===== config.mk =====
export PLATFORM = sky130hd
export DESIGN_NAME = branch_trace_sequencer
export DESIGN_NICKNAME = d
export VERILOG_FILES = /design/src/rtl/branch_trace_sequencer.sv
export SDC_FILE = /design/constraint.sdc
export NUM_CORES = 1
export LEC_CHECK = 0
export BUFFER_PORTS_ARGS = -buffer_cell sky130_fd_sc_hd__buf_2
export CORE_MARGIN = 4
export CORE_UTILIZATION = 52
export CTS_BUF_LIST = sky130_fd_sc_hd__clkbuf_16
export DETAILED_ROUTE_END_ITERATION = 10
export GPL_ROUTABILITY_DRIVEN = 0
export GPL_TIMING_DRIVEN = 0
export PLACE_DENSITY = 0.73
export SLEW_MARGIN = 25
export SYNTH_ARGS = -nofsm -noshare
export SYNTH_HDL_FRONTEND = slang
export SYNTH_SLANG_ARGS = --single-unit

===== constraint.sdc =====
create_clock -name clk -period 2.42 [get_ports clk]
set_input_delay 0.363 -clock clk [delete_from_list [all_inputs] [get_ports clk]]
set_output_delay 0.363 -clock clk [all_outputs]
set_load 0.005 [all_outputs]

===== src/rtl/branch_trace_sequencer.sv =====
`default_nettype none
// ============================================================================
// Module      : branch_trace_sequencer
// Description : Queues branch trace records and replays them one at a time
//               into a branch predictor, collecting prediction statistics.
// Revision    : 1.0 - initial release
// ============================================================================
module branch_trace_sequencer #(
    parameter int FIFO_DEPTH     = 4,
    parameter int ADDR_WIDTH     = 8,
    parameter int CNT_WIDTH      = 16,
    parameter int TIMEOUT_CYCLES = 64
) (
    input  logic                  clk,
    input  logic                  rst_n,
    input  logic                  rec_valid,
    input  logic [ADDR_WIDTH-1:0] rec_addr,
    input  logic                  rec_taken,
    output logic                  rec_ready,
    output logic [ADDR_WIDTH-1:0] inst_addr,
    output logic                  new_data_avail,
    output logic                  direction_ground_truth,
    input  logic                  mem_reset_done,
    input  logic                  pred_ready,
    input  logic                  prediction,
    input  logic                  training_done,
    input  logic                  clear_stats,
    output logic [CNT_WIDTH-1:0]  branch_count,
    output logic [CNT_WIDTH-1:0]  mispredict_count,
    output logic                  last_prediction,
    output logic                  last_mispredict,
    output logic                  busy,
    output logic                  timeout_err
);

    localparam int c_PTR_W = (FIFO_DEPTH > 1) ? $clog2(FIFO_DEPTH) : 1;
    localparam int c_OCC_W = c_PTR_W + 1;
    localparam int c_TMR_W = $clog2(TIMEOUT_CYCLES + 1);

    localparam logic [c_OCC_W-1:0]   c_OCC_FULL = c_OCC_W'(FIFO_DEPTH);
    localparam logic [c_OCC_W-1:0]   c_OCC_ONE  = c_OCC_W'(1);
    localparam logic [c_TMR_W-1:0]   c_TMR_LAST = c_TMR_W'(TIMEOUT_CYCLES - 1);
    localparam logic [c_TMR_W-1:0]   c_TMR_ONE  = c_TMR_W'(1);
    localparam logic [CNT_WIDTH-1:0] c_CNT_MAX  = {CNT_WIDTH{1'b1}};
    localparam logic [CNT_WIDTH-1:0] c_CNT_ONE  = CNT_WIDTH'(1);

    localparam logic [2:0] c_INIT      = 3'd0;
    localparam logic [2:0] c_IDLE      = 3'd1;
    localparam logic [2:0] c_ISSUE     = 3'd2;
    localparam logic [2:0] c_WAIT_PRED = 3'd3;
    localparam logic [2:0] c_WAIT_DONE = 3'd4;
    localparam logic [2:0] c_GAP       = 3'd5;

    logic [2:0]            r_state;
    logic [ADDR_WIDTH-1:0] r_mem_addr  [FIFO_DEPTH];
    logic                  r_mem_taken [FIFO_DEPTH];
    logic [c_PTR_W-1:0]    r_wr_ptr;
    logic [c_PTR_W-1:0]    r_rd_ptr;
    logic [c_OCC_W-1:0]    r_count;
    logic [ADDR_WIDTH-1:0] r_inst_addr;
    logic                  r_truth;
    logic                  r_nda;
    logic [c_TMR_W-1:0]    r_timer;
    logic [CNT_WIDTH-1:0]  r_branch_cnt;
    logic [CNT_WIDTH-1:0]  r_mispred_cnt;
    logic                  r_last_pred;
    logic                  r_last_mispred;
    logic                  r_timeout_err;

    logic w_full;
    logic w_empty;
    logic w_push;
    logic w_waiting;
    logic w_capture;
    logic w_retire;
    logic w_timeout;
    logic w_pop;
    logic w_issue;
    logic w_mispred;

    // Readiness follows registered occupancy only, so a pop never frees a slot
    // in the same cycle; rst_n gating holds it low while reset is asserted.
    assign w_full    = (r_count == c_OCC_FULL);
    assign w_empty   = (r_count == '0);
    assign rec_ready = rst_n & ~w_full;
    assign w_push    = rec_valid & rec_ready;

    assign w_waiting = (r_state == c_WAIT_PRED) || (r_state == c_WAIT_DONE);
    assign w_capture = (r_state == c_WAIT_PRED) && pred_ready;
    assign w_retire  = ((r_state == c_WAIT_PRED) && pred_ready && training_done)
                    || ((r_state == c_WAIT_DONE) && training_done);
    assign w_timeout = w_waiting && (r_timer == c_TMR_LAST) && !w_retire;
    assign w_pop     = w_retire || w_timeout;
    assign w_issue   = ((r_state == c_IDLE) || (r_state == c_GAP)) && !w_empty;
    assign w_mispred = (prediction != r_truth);

    always_ff @(posedge clk) begin
        if (w_push) begin
            r_mem_addr[r_wr_ptr]  <= rec_addr;
            r_mem_taken[r_wr_ptr] <= rec_taken;
        end
    end

    always_ff @(posedge clk or negedge rst_n) begin
        if (!rst_n) begin
            r_wr_ptr <= '0;
            r_rd_ptr <= '0;
            r_count  <= '0;
        end else begin
            if (w_push) r_wr_ptr <= r_wr_ptr + 1'b1;
            if (w_pop)  r_rd_ptr <= r_rd_ptr + 1'b1;
            if (w_push && !w_pop)      r_count <= r_count + c_OCC_ONE;
            else if (!w_push && w_pop) r_count <= r_count - c_OCC_ONE;
        end
    end

    // GAP holds new_data_avail low for one cycle; when another record is
    // already queued it is loaded right there so the low pulse stays one cycle.
    always_ff @(posedge clk or negedge rst_n) begin
        if (!rst_n) begin
            r_state     <= c_INIT;
            r_inst_addr <= '0;
            r_truth     <= 1'b0;
            r_nda       <= 1'b0;
            r_timer     <= '0;
        end else begin
            case (r_state)
                c_INIT: begin
                    if (mem_reset_done) r_state <= c_IDLE;
                end
                c_IDLE, c_GAP: begin
                    if (w_issue) begin
                        r_state     <= c_ISSUE;
                        r_inst_addr <= r_mem_addr[r_rd_ptr];
                        r_truth     <= r_mem_taken[r_rd_ptr];
                        r_nda       <= 1'b1;
                    end else begin
                        r_state <= c_IDLE;
                    end
                end
                c_ISSUE: begin
                    r_state <= c_WAIT_PRED;
                    r_timer <= '0;
                end
                c_WAIT_PRED, c_WAIT_DONE: begin
                    r_timer <= r_timer + c_TMR_ONE;
                    if (w_pop) begin
                        r_state <= c_GAP;
                        r_nda   <= 1'b0;
                    end else if (w_capture) begin
                        r_state <= c_WAIT_DONE;
                    end
                end
                default: begin
                    r_state <= c_INIT;
                    r_nda   <= 1'b0;
                end
            endcase
        end
    end

    // A clear in the same cycle as an increment wins; last_* are not stats.
    always_ff @(posedge clk or negedge rst_n) begin
        if (!rst_n) begin
            r_branch_cnt   <= '0;
            r_mispred_cnt  <= '0;
            r_timeout_err  <= 1'b0;
            r_last_pred    <= 1'b0;
            r_last_mispred <= 1'b0;
        end else begin
            if (clear_stats) begin
                r_branch_cnt  <= '0;
                r_mispred_cnt <= '0;
                r_timeout_err <= 1'b0;
            end else begin
                if (w_retire && (r_branch_cnt != c_CNT_MAX))
                    r_branch_cnt <= r_branch_cnt + c_CNT_ONE;
                if (w_capture && w_mispred && (r_mispred_cnt != c_CNT_MAX))
                    r_mispred_cnt <= r_mispred_cnt + c_CNT_ONE;
                if (w_timeout)
                    r_timeout_err <= 1'b1;
            end
            if (w_capture) begin
                r_last_pred    <= prediction;
                r_last_mispred <= w_mispred;
            end
        end
    end

    assign inst_addr              = r_inst_addr;
    assign direction_ground_truth = r_truth;
    assign new_data_avail         = r_nda;
    assign branch_count           = r_branch_cnt;
    assign mispredict_count       = r_mispred_cnt;
    assign last_prediction        = r_last_pred;
    assign last_mispredict        = r_last_mispred;
    assign timeout_err            = r_timeout_err;
    assign busy = (r_state == c_ISSUE) || w_waiting || (r_state == c_GAP) || !w_empty;

endmodule
`default_nettype wire


==> results.cfg, run 1 <==
[outcome]
status = finished, violations left
failed_checks = hold timing

[sta]
hold_slack_ns = -0.00508
final_max_slew_viol_count = 0
timing.final.ws_setup_ns = 0.00880
maxClockFrequency_mhz = 415
maxSlewHeadroom_pct = 49.2
min_period_over_period_pct = 99.6
fin_crit_ns = 2.41
setup-tns-final_ns = 0
skew_ns = 0.00762
setup-violations-final = 0
rsz0062_at_grt = yes
tightest_slew_ns = 0.760
hold_viol_final = 4

[critical_path]
arrival_ns = 2.64
crit_family = adder cells
start_kind = register
crit_fanout = 6
required_ns = 2.65
slowest_stage = dfrtp_2
r2r_setup_slack_ns = 0.009
timing.critical_path.buf_inv = 1
worstReg2RegEnd = r_count[1]
cp-end-kind = register
cp_cell_sequence = or3b_4 -> a2111oi_4 -> nor2_4 -> ha_4 -> inv_2 -> fa_1 -> mux2_4
crit_type = register to register
rr_startpoint = r_state[0]
slowest_delay_ns = 0.45
r2r_cells = 7

[drt]
wl_per_cell_um = 17.5
wl_mm = 10.3
drtIter0Drc = 156
vias_per_cell = 6.08
dr.pass1.iters = 5
drc = 0
ant_nets = 0
vias = 3590

[grt]
grt_use_total_pct = 19.4
grt_pass1_wl_mm = 17.2
grt_pass1_vias = 3464
grt_overflow = 0
grt_max_degree = 48
antenna_found_initial = 0

[synth]
yosys_warnings = 0
async_flop_share_pct = 63.3
synth_top_area_cell = dfrtp_1
netlist_area_sq_mm = 0.00477
synthMostInstantiatedCell = dfrtp_1
synth_top_area_share_pct = 32.5
synthTopCellsByCount = 62 x dfrtp_1, 36 x edfxtp_1, 27 x a21oi_1
synthCells = 391
ys_ff_latch = 98
ys_types = 64
synth_area_per_cell_sq_um = 12.2
syn_nets = 417
synthTopCellsByArea = dfrtp_1 33%, edfxtp_1 23%, mux2_2 4.5%, mux4_2 4.2%, a21oi_1 2.8%
synth_edf_count = 36
ys.flop_type = dfrtp_1
yosysSeqAreaShare_pct = 55.2

[clock_network]
cts-buffers-inserted = 9
clkTransAtPathRegs_ns = 0.07
cts_root_buf = clkbuf_16
htree_levels = 3
cts_buffer_depth = 2
clock_latency_ns = 0.34
cts_tree = yes
clock_sinks = 98

[power_and_ir_drop]
p_leak_uw = 0.00234
ir_worst_vdd_mv = 0.573
p_per_area_mw_per_mm2 = 922

[flow_run]
drv_cap = 0

[worst_hold_path]
holdCritPathClass = primary input to async pin

[floorplanning]
core_sq_mm = 0.00881
initial_utilization_pct = 54.2
die_h_um = 104
dieArea_sq_mm = 0.0108
rows = 34
num_io_pins = 64
die_w_um = 104

[layout]
layout.nets = 503
layout.cells.non_filler = 590
area_growth_pct = 19.3
drive_gt1_share_pct = 31.3
fill_cells = 687
diodes = 0
fin_util_pct = 64.6

[placed_design]
numPortBuffers = 63
dp_hpwl_mm = 7.17
pre_cts_slack_ns = -0.535
dp_cells = 563
[cell type report]
cell class / count / area, sq um / area share, %
Sequential cell: 98 / 2640 / 46.3
Tap cell: 108 / 135 / 2.37
Inverter: 15 / 56.3 / 0.989
Buffer: 15 / 78.8 / 1.38
Multi-Input combinational cell: 262 / 2040 / 35.9
Clock buffer: 9 / 225 / 3.96
Clock inverter: 7 / 81.3 / 1.43
Timing Repair Buffer: 76 / 438 / 7.69
[per-layer routing]
layer	up-vias	GRT usage [%]	part of all wire, %
met5	-	0	0
li1	1695	-	-
met1	1786	25.5	44
met2	100	32.3	50
met3	9	4.79	5.5
met4	0	4.94	0.96
[registers in the layout, summed over array words and instances, names as in the netlist]
signal                  count
branch_count               16
direction_ground_truth      1
inst_addr                   8
last_mispredict             1
last_prediction             1
mispredict_count           16
new_data_avail              1
r_count                     3
r_mem_addr                 32
r_mem_taken                 4
r_rd_ptr                    2
r_state                     3
r_timer                     7
r_wr_ptr                    2
timeout_err                 1
[stage by stage]
stage | area [sq um] | power, uW
2_1_floorplan | 4780 | 3270
3_3_place_gp | 5230 | 3650
3_5_place_dp | 5260 | 3730
4_1_cts | 5610 | 5190
5_1_grt | 5690 | 5560
6_report | 5690 | 5250
[cells by family after synthesis]
family / after synthesis / synth area share, %
buf+inv: 31 / 2.94
simple gates: 130 / 16.0
compound gates: 84 / 12.5
mux: 31 / 9.36
flops: 98 / 55.2
fa+ha+maj: 9 / 2.52
xor+xnor: 8 / 1.47
[where the power goes]
| part | switching (uW) | internal (uW) | leakage [uW] |
|---|---|---|---|
| clock network | 689 | 737 | 0.000150 |
| logic | 790 | 778 | 0.00105 |
| registers | 226 | 2030 | 0.00114 |
[how the worst max path moves through the flow]
stage                from         end  slack (ns)  cells after the start
6_report       r_state[0]  r_count[1]       0.009                      7
5_1_grt        r_state[0]  r_count[1]       -0.03                      7
4_1_cts        r_state[0]  r_count[1]        0.01                      8
3_5_place_dp        rst_n  r_count[2]       -0.53                     10
3_3_place_gp        rst_n  r_count[2]       -1.02                      9
2_1_floorplan  r_state[0]  r_count[1]      0.0009                      8
[cells in the final DEF, fill, tap and decap left out, types with 9 or more instances in the layout]
master     instances
or4_1             10
buf_4             14
buf_2             66
clkbuf_16          9
nand4_1           11
dfrtp_1           59
edfxtp_1          36
nand2_1           24
a21oi_1           27
nor2_1            18
mux2_2            18
nand3_1           10
inv_1             14
a211oi_1          10
o31ai_1           11
nor2b_1           10
mux4_2             9
and3_1            10
[what timing repair did]
item | 4_1_cts | 5_1_grt
endpoints found under the hold margin | 16 | 0
setup endpoints to repair | 2 | 2
pin swaps | 3 | 5
buffers inserted | 2 | 9
gates resized for setup | 7 | 8
hold buffers | 1 | 0
Power figures use the tool's default switching activity.
==> run 2: changes to the inputs <==
- CORE_UTILIZATION: 52 -> 25
- PLACE_DENSITY: 0.73 -> 0.4
==> run 2 against run 1 <==
Compared with the run above: the flow finishes with violations (setup timing); clock skew decreased by 0.0039 ns; global-route usage decreased by 7.8 points; combinational power about the same; register-to-register slack about the same; maximum frequency decreased by 0.52%; flip-flop and latch count unchanged; clock power about the same; critical path depth increased by 1; cell count increased by 22%; cell area increased by 3.4%; non-clock buffer count increased by 4; critical endpoint unchanged.
==> results.cfg, run 2 (same netlist as run 1, synthesis figures left out) <==
[sta]
tightest_slew_ns = 0.812
maxSlewHeadroom_pct = 45.2
setup-tns-final_ns = -0.00373
skew_ns = 0.00369
rsz0062_at_grt = yes
timing.final.ws_setup_ns = -0.00373
final_max_slew_viol_count = 0
hold_viol_final = 0
fin_crit_ns = 2.42
setup-violations-final = 1
min_period_over_period_pct = 100
maxClockFrequency_mhz = 413
hold_slack_ns = 0.0238

[layout]
area_growth_pct = 23.3
final_cell_area_sq_mm = 0.00589
largest_reg_flops = 32
final_common_cell = buf_2
drive_gt1_share_pct = 31.3
diodes = 0
layout.nets = 507
top_register = r_mem_addr
multi_input_area_sq_mm = 0.00204
seq_area_sq_mm = 0.00263
layout.cells.non_filler = 720
final_cell_mix = 66 x buf_2, 61 x dfrtp_1, 36 x edfxtp_1
fill_cells = 1937

[critical_path]
crit_type = register to register
required_ns = 2.65
start_kind = register
crit_fanout = 9
r2r_cells = 8
arrival_ns = 2.66
cp-end-kind = register
crit_start = r_state[0]
rr_startpoint = r_state[0]
worstReg2RegEnd = r_count[1]
r2r_setup_slack_ns = -0.004

[drt]
wl_mm = 12.2
drtIter0Drc = 184
ant_nets = 0
dr.pass1.iters = 4
drc = 0
wl_per_cell_um = 16.9
vias = 3526
vias_per_cell = 4.90

[floorplanning]
dieArea_sq_mm = 0.0214
initial_utilization_pct = 25.4
num_io_pins = 64
rows = 50
die_h_um = 146
die_w_um = 146
core_sq_mm = 0.0188

[grt]
grt_max_degree = 39
grt_pass1_wl_mm = 19.6
antenna_found_initial = 0
grt_pass1_vias = 3554
grt_use_total_pct = 11.6
grt_overflow = 0

[power_and_ir_drop]
p_leak_uw = 0.00235
ir_worst_vdd_mv = 0.426
p_per_area_mw_per_mm2 = 890

[outcome]
status = finished, violations left
failed_checks = setup timing

[placed_design]
dp_cells = 689
placed_cell_area_sq_mm = 0.00541
dp_hpwl_mm = 8.34
numPortBuffers = 63

[clock_network]
clkTransAtPathRegs_ns = 0.07
cts-buffers-inserted = 9
cts_root_buf = clkbuf_16
clock_sinks = 98
cts_buffer_depth = 2
clock_latency_ns = 0.35
cts_tree = yes
htree_levels = 3

[worst_hold_path]
holdCritPathClass = primary input to async pin

[flow_run]
drv_cap = 0
==> run 2: cell types whose count changed in the layout (fill, tap and decap cells not counted), moves of 2 or more <==
cell	previous run	this run
buf_12	0	4
buf_6	1	3
clkinv_4	2	0
clkinv_8	2	0
dfrtp_1	59	61
dfrtp_2	3	1
inv_6	1	4
==> run 2: cell type report <==
| type | instances | share of cell area, % |
|---|---|---|
| multi-input combinational | 262 | 34.6 |
| timing repair buffer | 79 | 8.35 |
| clock inverter | 7 | 0.978 |
| sequential | 98 | 44.7 |
| clock buffer | 9 | 3.83 |
| buffer | 16 | 1.53 |
| tap | 234 | 4.97 |
| inverter | 15 | 0.957 |
==> run 2: repair_timing <==
item,CTS,global route
hold buffers,3,0
resized for setup,9,3
endpoints found under the setup margin,2,2
hold endpoints to repair,24,0
pin swaps,3,4
buffers inserted,3,9
==> run 2: power breakdown <==
part           switching (uW)  internal [uW]
clock                     682            717
combinational             802            788
sequential                222           2020
total                    1710           3530
==> run 2: worst max-delay path, cell delays in order, from the launching register on <==
cell       delay (ns)
dfrtp_1          0.37
buf_6            0.14
or3b_4           0.40
a2111oi_4        0.42
nor2_4           0.08
ha_4             0.17
inv_1            0.06
fa_1             0.40
mux2_2           0.27
==> run 2: how the worst max path moves through the flow <==
stage,end,slack (ns)
after floorplan,r_count[1],0.0009
after global placement,r_count[2],-1.25
after detailed placement,r_count[2],-0.63
after CTS,r_count[1],-0.003
after global routing,r_count[1],-0.08
final,r_count[1],-0.004
==> run 2: per-layer routing <==
metal | track usage (%) | vias to the layer above | wire length [um]
met5 | 0 | - | 0
met4 | 3.53 | 0 | 210
met3 | 3.29 | 15 | 570
met2 | 18.5 | 69 | 5670
met1 | 15.3 | 1744 | 5720
li1 | - | 1698 | -
==> run 2: stage by stage <==
step           total power [uW]  setup WS, ns  util (%)
2_1_floorplan              3270      0.000913         -
3_3_place_gp               3740         -1.25      28.7
3_5_place_dp               3770        -0.634      28.8
4_1_cts                    5260      -0.00261      30.9
5_1_grt                    5610       -0.0798      31.4
6_report                   5240      -0.00373      31.4
==> run 3: changes to the inputs <==
- MAX_ROUTING_LAYER: unset -> met4
==> run 3 against run 2 <==
Compared with the run above: critical endpoint unchanged; clock skew is essentially flat; the flow still finishes with violations (setup timing); largest power group unchanged; sequential share of layout area is the same; flip-flop and latch count is the same; non-clock buffer count is the same; highest routed layer unchanged; maximum frequency is essentially flat.
==> results.cfg, run 3 (same netlist as run 1, synthesis figures left out) <==
[layout]
area_growth_pct = 23.3
layout.nets = 507
diodes = 0
final_cell_area_sq_mm = 0.00589
drive_gt1_share_pct = 31.3
top_register = r_mem_addr
final_common_cell = buf_2
fill_cells = 1937
final_cell_mix = 66 x buf_2, 61 x dfrtp_1, 36 x edfxtp_1
largest_reg_flops = 32

[outcome]
status = finished, violations left
failed_checks = setup timing

[grt]
grt_pass1_vias = 3559
grt_max_degree = 39
grt_pass1_wl_mm = 19.6
grt_overflow = 0
grt_use_total_pct = 11.9
antenna_found_initial = 0

[sta]
final_max_slew_viol_count = 0
hold_slack_ns = 0.0238
timing.final.ws_setup_ns = -0.00293
setup-violations-final = 1
hold_viol_final = 0
fin_crit_ns = 2.42
skew_ns = 0.00365
min_period_over_period_pct = 100
maxSlewHeadroom_pct = 45.1
tightest_slew_ns = 0.813
maxClockFrequency_mhz = 413
rsz0062_at_grt = yes

[drt]
wl_met1_mm = 5.83
vias = 3545
maxUsedRoutingLayer = met4
ant_nets = 0
wl_per_cell_um = 16.9
drtIter0Drc = 220
drc = 0
vias_per_cell = 4.92
dr.pass1.iters = 4
met3RoutedLength_um = 488
met2_length_mm = 5.66
wl_mm = 12.2

[clock_network]
cts_root_buf = clkbuf_16
clkTransAtPathRegs_ns = 0.07
clock_sinks = 98
cts_tree = yes
clock_latency_ns = 0.35
cts_buffer_depth = 2
cts-buffers-inserted = 9
htree_levels = 3

[floorplanning]
dieArea_sq_mm = 0.0214
num_io_pins = 64
core_sq_mm = 0.0188
rows = 50
die_h_um = 146
die_w_um = 146
initial_utilization_pct = 25.4

[placed_design]
pre_cts_slack_ns = -0.634
numPortBuffers = 63
dp_hpwl_mm = 8.34
placed_cell_area_sq_mm = 0.00541

[critical_path]
r2r_setup_slack_ns = -0.003
rr_startpoint = r_state[0]
crit_type = register to register
r2r_cells = 8
crit_fanout = 9
required_ns = 2.65
cp-end-kind = register
worstReg2RegEnd = r_count[1]
arrival_ns = 2.66
start_kind = register

[power_and_ir_drop]
p_leak_uw = 0.00235
p_per_area_mw_per_mm2 = 890
ir_worst_vdd_mv = 0.426
power_uw = 5240

[flow_run]
drv_cap = 0

[worst_hold_path]
holdCritPathClass = primary input to async pin
==> run 3: cell counts in the layout (fill, tap and decap cells not counted) <==
No cell type changed its count.
==> run 3: worst max-delay path by stage <==
stage          startpoint         end  slack (ns)
6_report       r_state[0]  r_count[1]      -0.003
5_1_grt        r_timer[1]  r_count[1]       -0.08
4_1_cts        r_state[0]  r_count[1]      -0.003
3_5_place_dp        rst_n  r_count[2]       -0.63
3_3_place_gp        rst_n  r_count[2]       -1.25
2_1_floorplan  r_state[0]  r_count[1]      0.0009
==> run 3: metal layers <==
metal	track usage, %	up-vias
met5	-	-
met4	3.53	0
met3	2.98	15
met2	18.5	71
met1	15.5	1766
li1	-	1693
==> run 3: worst max-delay path, stage by stage, from the launching register on <==
cell	delay [ns]
dfrtp_1	0.37
buf_6	0.14
or3b_4	0.40
a2111oi_4	0.42
nor2_4	0.08
ha_4	0.17
inv_1	0.06
fa_1	0.40
mux2_2	0.27
==> run 3: power by group <==
group          leakage [uW]  total [uW]  internal, uW  switching (uW)
logic               0.00107        1590           788             802
registers           0.00114        2250          2020             222
clock network      0.000137        1400           717             683
==> run 3: repair_timing <==
action,in CTS,in global routing
hold buffers,3,0
pin swaps,3,4
resized for setup,9,3
endpoints found under the setup margin,2,2
buffers inserted,3,9
endpoints found under the hold margin,24,0
==> run 3: metrics by stage <==
step | TNS [ns] | utilization (%) | cells
final | -0.00293 | 31.4 | 720
after global routing | -0.0788 | 31.4 | 720
after CTS | -0.00261 | 30.9 | 711
after detailed placement | -5.11 | 28.8 | 689
after global placement | -30.68 | 28.7 | 688
after floorplan | 0 | - | 391
==> run 3: area by class of cell <==
| type | instances | area (sq um) | area share [%] |
|---|---|---|---|
| Inverter | 15 | 56.3 | 0.957 |
| Clock inverter | 7 | 57.6 | 0.978 |
| Multi-Input combinational cell | 262 | 2040 | 34.6 |
| Tap cell | 234 | 293 | 4.97 |
| Sequential cell | 98 | 2630 | 44.7 |
| Timing Repair Buffer | 79 | 492 | 8.35 |
| Clock buffer | 9 | 225 | 3.83 |
| Buffer | 16 | 90.1 | 1.53 |
